### src/rtl/cylon_pkg.sv
// Shared types and defaults for the cylon LED driver and its mode front-end.
package cylon_pkg;

    typedef enum logic [1:0] {
        CYLON  = 2'b00,
        R_TO_L = 2'b01,
        L_TO_R = 2'b10
    } mode_t;

    // 10 ms at 100 MHz
    localparam int DEBOUNCE_CYCLES_DEF = 1_000_000;

endpackage

### src/rtl/cylon_btn_if.sv
// Raw board button/switch bundle; the board drives it, the mode front-end samples it.
interface cylon_btn_if;

    logic       btnC;
    logic       btnL;
    logic       btnR;
    logic [2:0] sw;

    modport master (output btnC, output btnL, output btnR, output sw);
    modport slave  (input btnC, input btnL, input btnR, input sw);

endinterface

### src/rtl/cylon_debounce.sv
// Two-flop synchroniser plus debounce for one asynchronous button.
// Emits the accepted level and a single-cycle pulse on the edge it flips 0->1.
module cylon_debounce
    import cylon_pkg::*;
#(
    parameter int DEBOUNCE_CYCLES = DEBOUNCE_CYCLES_DEF
) (
    input  logic clk,
    input  logic rst_n,
    input  logic btn_raw,
    output logic stable_o,
    output logic rise_o
);

    localparam int CNT_W = $clog2(DEBOUNCE_CYCLES);

    logic             sync1_q, sync1_d;
    logic             sync2_q, sync2_d;
    logic             stable_q, stable_d;
    logic [CNT_W-1:0] cnt_q, cnt_d;
    logic             flip;

    always_comb begin
        sync1_d  = btn_raw;
        sync2_d  = sync1_q;
        stable_d = stable_q;
        cnt_d    = '0;
        flip     = 1'b0;
        // counter only runs while the synced level disagrees with the accepted one
        if (sync2_q != stable_q) begin
            if (cnt_q == CNT_W'(DEBOUNCE_CYCLES - 1)) begin
                flip     = 1'b1;
                stable_d = ~stable_q;
            end else begin
                cnt_d = cnt_q + CNT_W'(1);
            end
        end
    end

    always_ff @(posedge clk or negedge rst_n) begin
        if (!rst_n) begin
            sync1_q  <= 1'b0;
            sync2_q  <= 1'b0;
            stable_q <= 1'b0;
            cnt_q    <= '0;
        end else begin
            sync1_q  <= sync1_d;
            sync2_q  <= sync2_d;
            stable_q <= stable_d;
            cnt_q    <= cnt_d;
        end
    end

    // combinational so the mode register can update on the same edge as the flip
    assign rise_o   = flip & ~stable_q;
    assign stable_o = stable_q;

endmodule

### src/rtl/cylon_mode_ctrl.sv
// Button/switch front-end producing a registered mode, a mode-change strobe and speed.
// Optional: define CYLON_MODE_TOGGLE_EN to let a repeat L/R press return to CYLON.
module cylon_mode_ctrl
    import cylon_pkg::*;
#(
    parameter int DEBOUNCE_CYCLES = DEBOUNCE_CYCLES_DEF
) (
    input  logic              clk,
    input  logic              rst_n,
    cylon_btn_if.slave        btn,
    output logic [1:0]        mode,
    output logic              mode_stb,
    output logic [2:0]        speed
);

    logic [2:0] press;
    logic [2:0] stable_unused;

    mode_t      mode_q, mode_d;
    logic       mode_stb_q, mode_stb_d;
    logic [2:0] sw_s1_q, sw_s1_d;
    logic [2:0] sw_s2_q, sw_s2_d;

    cylon_debounce #(.DEBOUNCE_CYCLES(DEBOUNCE_CYCLES)) u_db_c (
        .clk      (clk),
        .rst_n    (rst_n),
        .btn_raw  (btn.btnC),
        .stable_o (stable_unused[0]),
        .rise_o   (press[0])
    );

    cylon_debounce #(.DEBOUNCE_CYCLES(DEBOUNCE_CYCLES)) u_db_l (
        .clk      (clk),
        .rst_n    (rst_n),
        .btn_raw  (btn.btnL),
        .stable_o (stable_unused[1]),
        .rise_o   (press[1])
    );

    cylon_debounce #(.DEBOUNCE_CYCLES(DEBOUNCE_CYCLES)) u_db_r (
        .clk      (clk),
        .rst_n    (rst_n),
        .btn_raw  (btn.btnR),
        .stable_o (stable_unused[2]),
        .rise_o   (press[2])
    );

    // C beats R beats L; losing presses in the same cycle are dropped
    always_comb begin
        sw_s1_d = btn.sw;
        sw_s2_d = sw_s1_q;
        mode_d  = mode_q;
        if (press[0]) begin
            mode_d = CYLON;
        end else if (press[2]) begin
`ifdef CYLON_MODE_TOGGLE_EN
            if (mode_q == L_TO_R) mode_d = CYLON;
            else                  mode_d = L_TO_R;
`else
            mode_d = L_TO_R;
`endif
        end else if (press[1]) begin
`ifdef CYLON_MODE_TOGGLE_EN
            if (mode_q == R_TO_L) mode_d = CYLON;
            else                  mode_d = R_TO_L;
`else
            mode_d = R_TO_L;
`endif
        end
        mode_stb_d = (mode_d != mode_q);
    end

    always_ff @(posedge clk or negedge rst_n) begin
        if (!rst_n) begin
            mode_q     <= CYLON;
            mode_stb_q <= 1'b0;
            sw_s1_q    <= 3'b000;
            sw_s2_q    <= 3'b000;
        end else begin
            mode_q     <= mode_d;
            mode_stb_q <= mode_stb_d;
            sw_s1_q    <= sw_s1_d;
            sw_s2_q    <= sw_s2_d;
        end
    end

    assign mode     = mode_q;
    assign mode_stb = mode_stb_q;
    assign speed    = sw_s2_q;

endmodule

### src/flat_wrapper.sv
// flat-port wrapper written by rule: the top's interface ports become plain ports
module cylon_mode_ctrl_flat import cylon_pkg::*;
#(
    parameter int DEBOUNCE_CYCLES = DEBOUNCE_CYCLES_DEF
)
  (clk, rst_n, mode, mode_stb, speed, btn_btnC, btn_btnL, btn_btnR, btn_sw);
  cylon_btn_if btn_i ();
  input  logic clk;
  input  logic rst_n;
  output logic [1:0] mode;
  output logic mode_stb;
  output logic [2:0] speed;
  input wire logic [$bits(btn_i.btnC)-1:0] btn_btnC;
  input wire logic [$bits(btn_i.btnL)-1:0] btn_btnL;
  input wire logic [$bits(btn_i.btnR)-1:0] btn_btnR;
  input wire logic [$bits(btn_i.sw)-1:0] btn_sw;
  assign btn_i.btnC = btn_btnC;
  assign btn_i.btnL = btn_btnL;
  assign btn_i.btnR = btn_btnR;
  assign btn_i.sw = btn_sw;
  cylon_mode_ctrl #(.DEBOUNCE_CYCLES(DEBOUNCE_CYCLES)) u_core (.clk(clk), .rst_n(rst_n), .btn(btn_i), .mode(mode), .mode_stb(mode_stb), .speed(speed));
endmodule
### config.mk
export PLATFORM = sky130hd
export DESIGN_NAME = cylon_mode_ctrl_flat
export DESIGN_NICKNAME = d
export VERILOG_FILES = /design/src/rtl/cylon_pkg.sv /design/src/rtl/cylon_btn_if.sv /design/src/rtl/cylon_debounce.sv /design/src/rtl/cylon_mode_ctrl.sv /design/src/flat_wrapper.sv
export SDC_FILE = /design/constraint.sdc
export NUM_CORES = 1
export LEC_CHECK = 0
export CAP_MARGIN = 10
export CORE_AREA = 2 2 83 77
export DETAILED_ROUTE_END_ITERATION = 10
export DIE_AREA = 0 0 85 79
export PLACE_DENSITY = 0.75
export SETUP_SLACK_MARGIN = 0.15
export SYNTH_ARGS = -nofsm -noshare
export SYNTH_HDL_FRONTEND = slang
export SYNTH_SLANG_ARGS = --single-unit
### constraint.sdc
create_clock -name clk -period 2.6 [get_ports clk]
set_input_delay 0.78 -clock clk [delete_from_list [all_inputs] [get_ports clk]]
set_output_delay 0.78 -clock clk [all_outputs]
set_load 0.01 [all_outputs]
==> summary.md, run 1 <==
| Metric | Value |
|---|---|
| Post-Syn Instances | between 300 and 400 |
| Gr ovfl total | 0 |
| Largest stage delay on the critical path | 0.42 ns |
| DR top layer | met4 |
| Hold Path Origin | u_core.u_db_l.sync1_q |
| Post-DP HPWL | 4090 um |
| Final min period | about 2.1 ns |
| Final setup vio count | 0 |
| CTS Root Cell | clkbuf_8 |
| Critical path launch point type | flip-flop |
| Met2 WL post-DR | around 2800 um |
| Cell breakdown of the critical path | ha_1, nand3_1, nor3_2, o21bai_1, buf_4, nor2_1 |
| Initial DRC Count | roughly 130 |
| Final period util | 82.1% |
| Post-layout nets | 368 |
| Crit end category | flip-flop |
| Initial antenna violation count | 0 |
| Vias in the first global route | 2372 |
| GP Congestion | 0.821 |
| Total Die Area | 6720 um^2 |
| Reg-to-reg slack, setup | 0.46 ns |
| Pwr dens | 562 nW/um^2 |
| Via count | 2367 |
| Share of cells above drive strength 1 | 9.39% |
| Placeable core area | 5910 um^2 |
| Status | complete, no violations |
| Max_cap viols | 0 |
| Worst-Margin Slew | 0.607 ns |
| R2R Path Start | u_core.u_db_l.cnt_q[0] |
| H-tree lvl count | 3 |
| Fillers | 470 |
| Fmax | about 0.47 GHz |
| Largest net degree at the start of global routing | between 40 and 50 |
| DRT Pass-1 Iters | 4 |
| Layout Cells excl Fill | 434 |
| Worst setup path category | reg -> reg |
| Synth Warn # | 0 |
| Setup_tns | 0 ns |
| Worst Hold Depth | 0 |
| Post-CTS Repair Setup Buffers | 0 |
| Netlist cell types | 39 |
| Fin. max-slew vios | 0 |
| Unrepaired setup endpoints after global routing | false |
| Final Hold Fails | 0 |
| Hold Crit Endpoint | u_core.u_db_l.sync2_q |
| Final worst slack | 0.464 ns |
| Static Leak | 0.00166 uW |
| Worst Reg2Reg Path Length in Cells | 6 |
| Prevailing post-synth register cell | dfrtp_1 |
| Number of enable flip-flop cells after synthesis | 0 |
| First-pass GRT wire length | 10500 um |
| Die width | 85 um |
| DRC | 0 |
| Dpl ws | 0.499 ns |
| Routed Antenna Nets | 0 |
| Overall global routing resource usage | 19.8% |
| Via/cell ratio | around 5.5 |
| RR Endpoint | u_core.u_db_l.cnt_q[16] |
| Hold-fix buffers, CTS | 0 |
| Critical-path top delay cell | dfrtp_1 |
| Clk buf depth | 2 |
| Post-Route Skew | 0.00745 ns |
| Worst EP required | 2.83 ns |
| Worst skew pair latency | approximately 0.35 ns |
| Starting density of the core | between 50 and 60% |
| Syn-to-layout area delta | 11.7% |
| Ys async rst share | 100% |
| Met3 WL post-DR | 205 um |
| Maximum vdd drop | 0.637 mV |
| Sequential element share of the synthesized area | between 50% and 60% |
| CTS Buf Count | 9 |
| Sink Count | 78 |
| Antenna cells | 0 |
| Met1 wire length | about 2900 um |
| Overall Power | 2220 uW |
| Reg clk slew, reported paths | roughly 0.08 ns |
| Net Count, Synth | 348 |
| DR WL/cell | 13.7 um |
| Inst Count DP | 418 |
| TritonCTS clock tree | done |
| Syn Area/Cell | 10.5 um^2 |
| Height of the chip | 79 um |
| Port bufs | 13 |
| Io pins | 14 |
| Slew headroom | 59.2% |
| Synthesized area | between 3000 and 4000 um^2 |
| Worst-path fanout max | 13 |
| CTS resizes | 0 |
| Worst hold path type | reg -> reg |
| Std cell rows | 27 |
| Total wire length | 5950 um |
| Post-synthesis register bit count | 78 |
| Worst Path Arrival | 2.37 ns |
metrics by stage:
stage	utilization (%)	hold slack (ns)	instance area, um^2
floorplan	-	0.331	3540
global placement	63.4	0.335	3750
detailed placement	63.4	0.341	3750
CTS	66.8	0.360	3950
global route	66.8	0.368	3950
finish	66.8	0.355	3950
registers in the layout (all words and copies together) (netlist names):
signal / cells
u_core.mode: 2
u_core.mode_stb: 1
u_core.speed: 3
u_core.sw_s1_q: 3
u_core.u_db_c.cnt_q: 20
u_core.u_db_c.stable_o: 1
u_core.u_db_c.sync1_q: 1
u_core.u_db_c.sync2_q: 1
u_core.u_db_l.cnt_q: 20
u_core.u_db_l.stable_o: 1
u_core.u_db_l.sync1_q: 1
u_core.u_db_l.sync2_q: 1
u_core.u_db_r.cnt_q: 20
u_core.u_db_r.stable_o: 1
u_core.u_db_r.sync1_q: 1
u_core.u_db_r.sync2_q: 1
routing by layer:
metal	GRT usage, %	vias to the layer above
met5	0	-
met4	5.56	0
met3	7.48	5
met2	31.3	21
met1	25.9	1158
li1	-	1183
synth_stat cells, types with 2 or more instances:
master | count | area share, %
nand3_1 | 23 | 3.3
nand4_1 | 13 | 2.3
xor2_1 | 33 | 8.2
nor3_1 | 8 | 1.1
buf_2 | 6 | 0.85
nor4_1 | 5 | 0.88
mux2_2 | 2 | 0.64
or2_2 | 2 | 0.35
and4_1 | 6 | 1.5
nor2_1 | 73 | 7.7
dfrtp_1 | 78 | 55
nor3_2 | 3 | 0.85
nand2_1 | 23 | 2.4
nor4_2 | 3 | 1.1
and3_1 | 5 | 0.88
xnor2_1 | 23 | 5.7
ha_1 | 3 | 1.1
nand4b_1 | 2 | 0.50
inv_1 | 6 | 0.64
worst max-delay path: cells and delay by family, from the launching register on:
family | cells | cell delay, ns
simple gates | 3 | 0.61
flops | 1 | 0.42
compound gates | 1 | 0.36
fa+ha+maj | 1 | 0.32
buf+inv | 1 | 0.31
how the worst max path moves through the flow:
stage / slack (ns) / to / startpoint / depth (start not counted)
finish: 0.46 / u_core.u_db_l.cnt_q[16] / u_core.u_db_l.cnt_q[0] / 6
floorplan: 0.85 / u_core.mode_stb / u_core.u_db_r.cnt_q[7] / 5
global placement: 0.58 / u_core.u_db_l.cnt_q[18] / u_core.u_db_l.cnt_q[0] / 6
global route: 0.35 / u_core.u_db_l.cnt_q[16] / u_core.u_db_l.cnt_q[0] / 6
detailed placement: 0.50 / u_core.u_db_l.cnt_q[16] / u_core.u_db_l.cnt_q[0] / 6
CTS: 0.46 / mode[1] / u_core.mode[1] / 1
logic make-up (layout without fill, tap and decap cells):
logic type               after synthesis  in the layout  share of synthesized area (%)
XOR/XNOR                              56             56                           13.9
multiplexers                           2              2                          0.637
AO/OA/AOI/OAI                          7              7                           1.66
AND/OR/NAND/NOR                      179            179                           26.1
flip-flops                            78             78                           55.2
adder cells (fa/ha/maj)                3              3                           1.06
buffers and inverters                 12             37                           1.49
area by class of cell:
type	instances	area, um^2	area share [%]
Timing Repair Buffer	15	155	3.93
Multi-Input combinational cell	247	1530	38.8
Clock inverter	6	71.3	1.81
Sequential cell	78	1950	49.4
Clock buffer	10	128	3.23
Tap cell	72	90.1	2.28
Inverter	6	22.5	0.570
where the power goes:
part	switching [uW]	internal [uW]
sequential	16.8	1230
clock	437	450
combinational	53.2	30.8
total	507	1710
placed cells by master (no fill, tap or decap), types with 2 or more instances in the layout:
master	instances
clkdlybuf4s50_1	12
and4_1	6
nand4_1	13
nor3_2	3
nor2_1	73
mux2_2	2
nor4_1	5
nor3_1	8
dfrtp_1	78
buf_4	2
inv_1	6
nand2_1	23
nand4b_1	2
clkinv_4	2
and3_1	5
clkinvlp_4	2
ha_1	3
xnor2_1	23
nor4_2	3
or2_2	2
clkbuf_8	9
nand3_1	23
xor2_1	33
(Power assumes the default switching activity.)
==> run 2, diff against run 1 <==
--- a/config.mk
+++ b/config.mk
@@ -6,10 +6,10 @@
 export NUM_CORES = 1
 export LEC_CHECK = 0
 export CAP_MARGIN = 10
-export CORE_AREA = 2 2 83 77
+export CORE_AREA = 2 2 84 78
 export DETAILED_ROUTE_END_ITERATION = 10
-export DIE_AREA = 0 0 85 79
-export PLACE_DENSITY = 0.75
+export DIE_AREA = 0 0 86 80
+export PLACE_DENSITY = 0.74
 export SETUP_SLACK_MARGIN = 0.15
 export SYNTH_ARGS = -nofsm -noshare
 export SYNTH_HDL_FRONTEND = slang
==> constraint.sdc (replaced) <==
create_clock -name clk -period 2.15 [get_ports clk]
set_input_delay 0.645 -clock clk [delete_from_list [all_inputs] [get_ports clk]]
set_output_delay 0.645 -clock clk [all_outputs]
set_load 0.01 [all_outputs]
==> run 2 against run 1 <==
  * Non-clock buffer count increased by 7
  * Global-route usage rose by 0.32 points
  * Sequential cell count unchanged
  * Sequential share of layout area shrank 0.60 points
  * Count of clock-buffer cells in the layout did not move
  * Sequential power increased by 21%
  * Hold slack worse by 0.14 ns
  * Total power up 15%
  * Critical path type is now reg -> out
  * Largest cell class unchanged
  * Combinational power rose by 27%
  * Wire length is 4.8% higher
  * Critical endpoint is now mode[1]
  * Design area is 1.4% higher
==> summary.md, run 2 (same netlist as run 1, synthesis figures left out) <==
| Metric | Value |
|---|---|
| CTS Buf Count | 9 (unchanged) |
| TritonCTS clock tree | done (unchanged) |
| Io pins | 14 (unchanged) |
| Largest net degree at the start of global routing | 34 (was 47) |
| Routed Antenna Nets | 0 (unchanged) |
| Total Die Area | 6880 um^2 (was 6720 um^2) |
| Sink Count | 78 (unchanged) |
| Die width | 86 um (was 85 um) |
| Worst Path Arrival | 1.30 ns (was 2.37 ns) |
| Unrepaired setup endpoints after global routing | false (unchanged) |
| H-tree lvl count | 3 (unchanged) |
| Setup_tns | 0 ns (unchanged) |
| Vias in the first global route | 2341 (was 2372) |
| DRT Pass-1 Iters | 4 (unchanged) |
| Overall Power | 2550 uW (was 2220 uW) |
| Fin. max-slew vios | 0 (unchanged) |
| Clk buf depth | 2 (unchanged) |
| Slew headroom | 61.8% (was 59.2%) |
| Worst-Margin Slew | 0.568 ns (was 0.607 ns) |
| Via/cell ratio | 5.56 (was 5.45) |
| Most common cell after layout, fill and taps aside | dfrtp_1 (unchanged) |
| Worst hold path type | in -> async (was reg -> reg) |
| Total wire length | 6230 um (was 5950 um) |
| Dpl ws | 0.0966 ns (was 0.499 ns) |
| GP Congestion | 0.789 (was 0.821) |
| Final min period | 1.94 ns |
| Worst skew pair latency | 0.35 ns (about the same) |
| DRC | 0 (unchanged) |
| DR WL/cell | 14.1 um (was 13.7 um) |
| Fin util | 67.0% (was 66.8%) |
| Initial antenna violation count | 0 (unchanged) |
| Critical path launch point type | flip-flop (unchanged) |
| Static Leak | 0.00171 uW (was 0.00166 uW) |
| Commonest cells after routing, fill and taps aside | dfrtp_1 (75), nor2_1 (73), xor2_1 (33) (was dfrtp_1 (78), nor2_1 (73), xor2_1 (33)) |
| CTS Root Cell | clkbuf_8 (unchanged) |
| Height of the chip | 80 um (was 79 um) |
| Pwr dens | 637 nW/um^2 (was 562 nW/um^2) |
| Post-layout nets | 376 (was 368) |
| Placeable core area | 5980 um^2 (was 5910 um^2) |
| Worst-path fanout max | 4 (was 13) |
| Port bufs | 13 (unchanged) |
| Final period util | between 90% and 100% |
| Final worst slack | 0.206 ns (was 0.464 ns) |
| Antenna cells | 0 (unchanged) |
| Final Hold Fails | 0 (unchanged) |
| Starting density of the core | 59.1% (was 59.8%) |
| Share of cells above drive strength 1 | 12.5% (was 9.39%) |
| Std cell rows | 27 (unchanged) |
| Critical-path top delay cell | clkdlybuf4s50_1 (was dfrtp_1) |
| Syn-to-layout area delta | 13.3% (was 11.7%) |
| Post-Route Skew | 0.00990 ns (was 0.00745 ns) |
| Maximum vdd drop | 0.381 mV (was 0.637 mV) |
| Gr ovfl total | 0 (unchanged) |
| Largest registers | u_core.u_db_c.cnt_q x20, u_core.u_db_l.cnt_q x20, u_core.u_db_r.cnt_q x20 (unchanged) |
| Largest stage delay on the critical path | 0.55 ns (was 0.42 ns) |
| Initial DRC Count | 126 (was 128) |
| Crit end category | primary output (was flip-flop) |
| Fmax | 0.514 GHz |
| Worst EP required | 1.50 ns (was 2.83 ns) |
| Via count | 2454 (was 2367) |
| First-pass GRT wire length | 10600 um (was 10500 um) |
| Post-DP HPWL | 4210 um (was 4090 um) |
| Reg-to-reg slack, setup | 0.22 ns (was 0.46 ns) |
| Cell breakdown of the critical path | clkdlybuf4s50_1 (was ha_1, nand3_1, nor3_2, o21bai_1, buf_4, nor2_1) |
| Status | complete, no violations (unchanged) |
| Worst setup path category | reg -> out (was reg -> reg) |
| CP top delay family | buffers and inverters (was simple AND/OR/NAND/NOR gates) |
| WP buf/inv | 1 (unchanged) |
| Final setup vio count | 0 (unchanged) |
| Max_cap viols | 0 (unchanged) |
| Overall global routing resource usage | 20.1% (was 19.8%) |
| Hold-fix buffers, CTS | 0 (unchanged) |
| Reg clk slew, reported paths | 0.08 ns (about the same) |
-- run 2: cell type report --
cell class	instances	area (um^2)
repair buffers	22	210
flip-flops and latches	78	1960
well taps	72	90.1
fillers	454	1970
clock buffers	10	128
inverters	6	22.5
multi-input cells	248	1560
clock inverters	5	37.5
-- run 2: timing repair --
action | CTS | global route
gates resized for setup | 2 | 8
pin swaps | 0 | 4
buffers inserted | 0 | 5
endpoints found under the setup margin | 20 | 29
gates cloned | 0 | 1
-- run 2: where the power goes --
part | total [uW] | switching (uW) | internal, uW | leakage [uW]
clock network | 934 | 520 | 414 | 0.0000783
logic | 107 | 65.5 | 41.4 | 0.000585
registers | 1510 | 20.1 | 1490 | 0.00105
total | 2550 | 606 | 1950 | 0.00171
-- run 2: per-layer routing --
layer	vias to the layer above	GRT usage, %	wire, um
met5	-	0	0
met4	0	9.68	114
met3	13	5.38	237
met2	45	31.8	2960
met1	1200	25.8	2920
li1	1196	-	-
-- run 2: worst paths after layout --
path / from / to / cells past startpoint
max in group asynchronous: rst_n / u_core.u_db_l.cnt_q[6] / 2
hold / removal: rst_n / u_core.u_db_l.cnt_q[3] / 1
setup reg to reg: u_core.u_db_r.cnt_q[8] / u_core.mode_stb / 5
hold reg to reg: u_core.sw_s1_q[2] / u_core.speed[2] / 0
setup / recovery: u_core.mode[1] / mode[1] / 1
min in group clk: u_core.sw_s1_q[2] / u_core.speed[2] / 0
-- run 2: metrics by stage --
step                area (um^2)  hold WS (ns)  instances
global route               4010         0.242        441
detailed placement         3770         0.335        420
finish                     4010         0.218        441
global placement           3770         0.332        420
floorplan                  3540         0.331        337
CTS                        3940         0.213        435
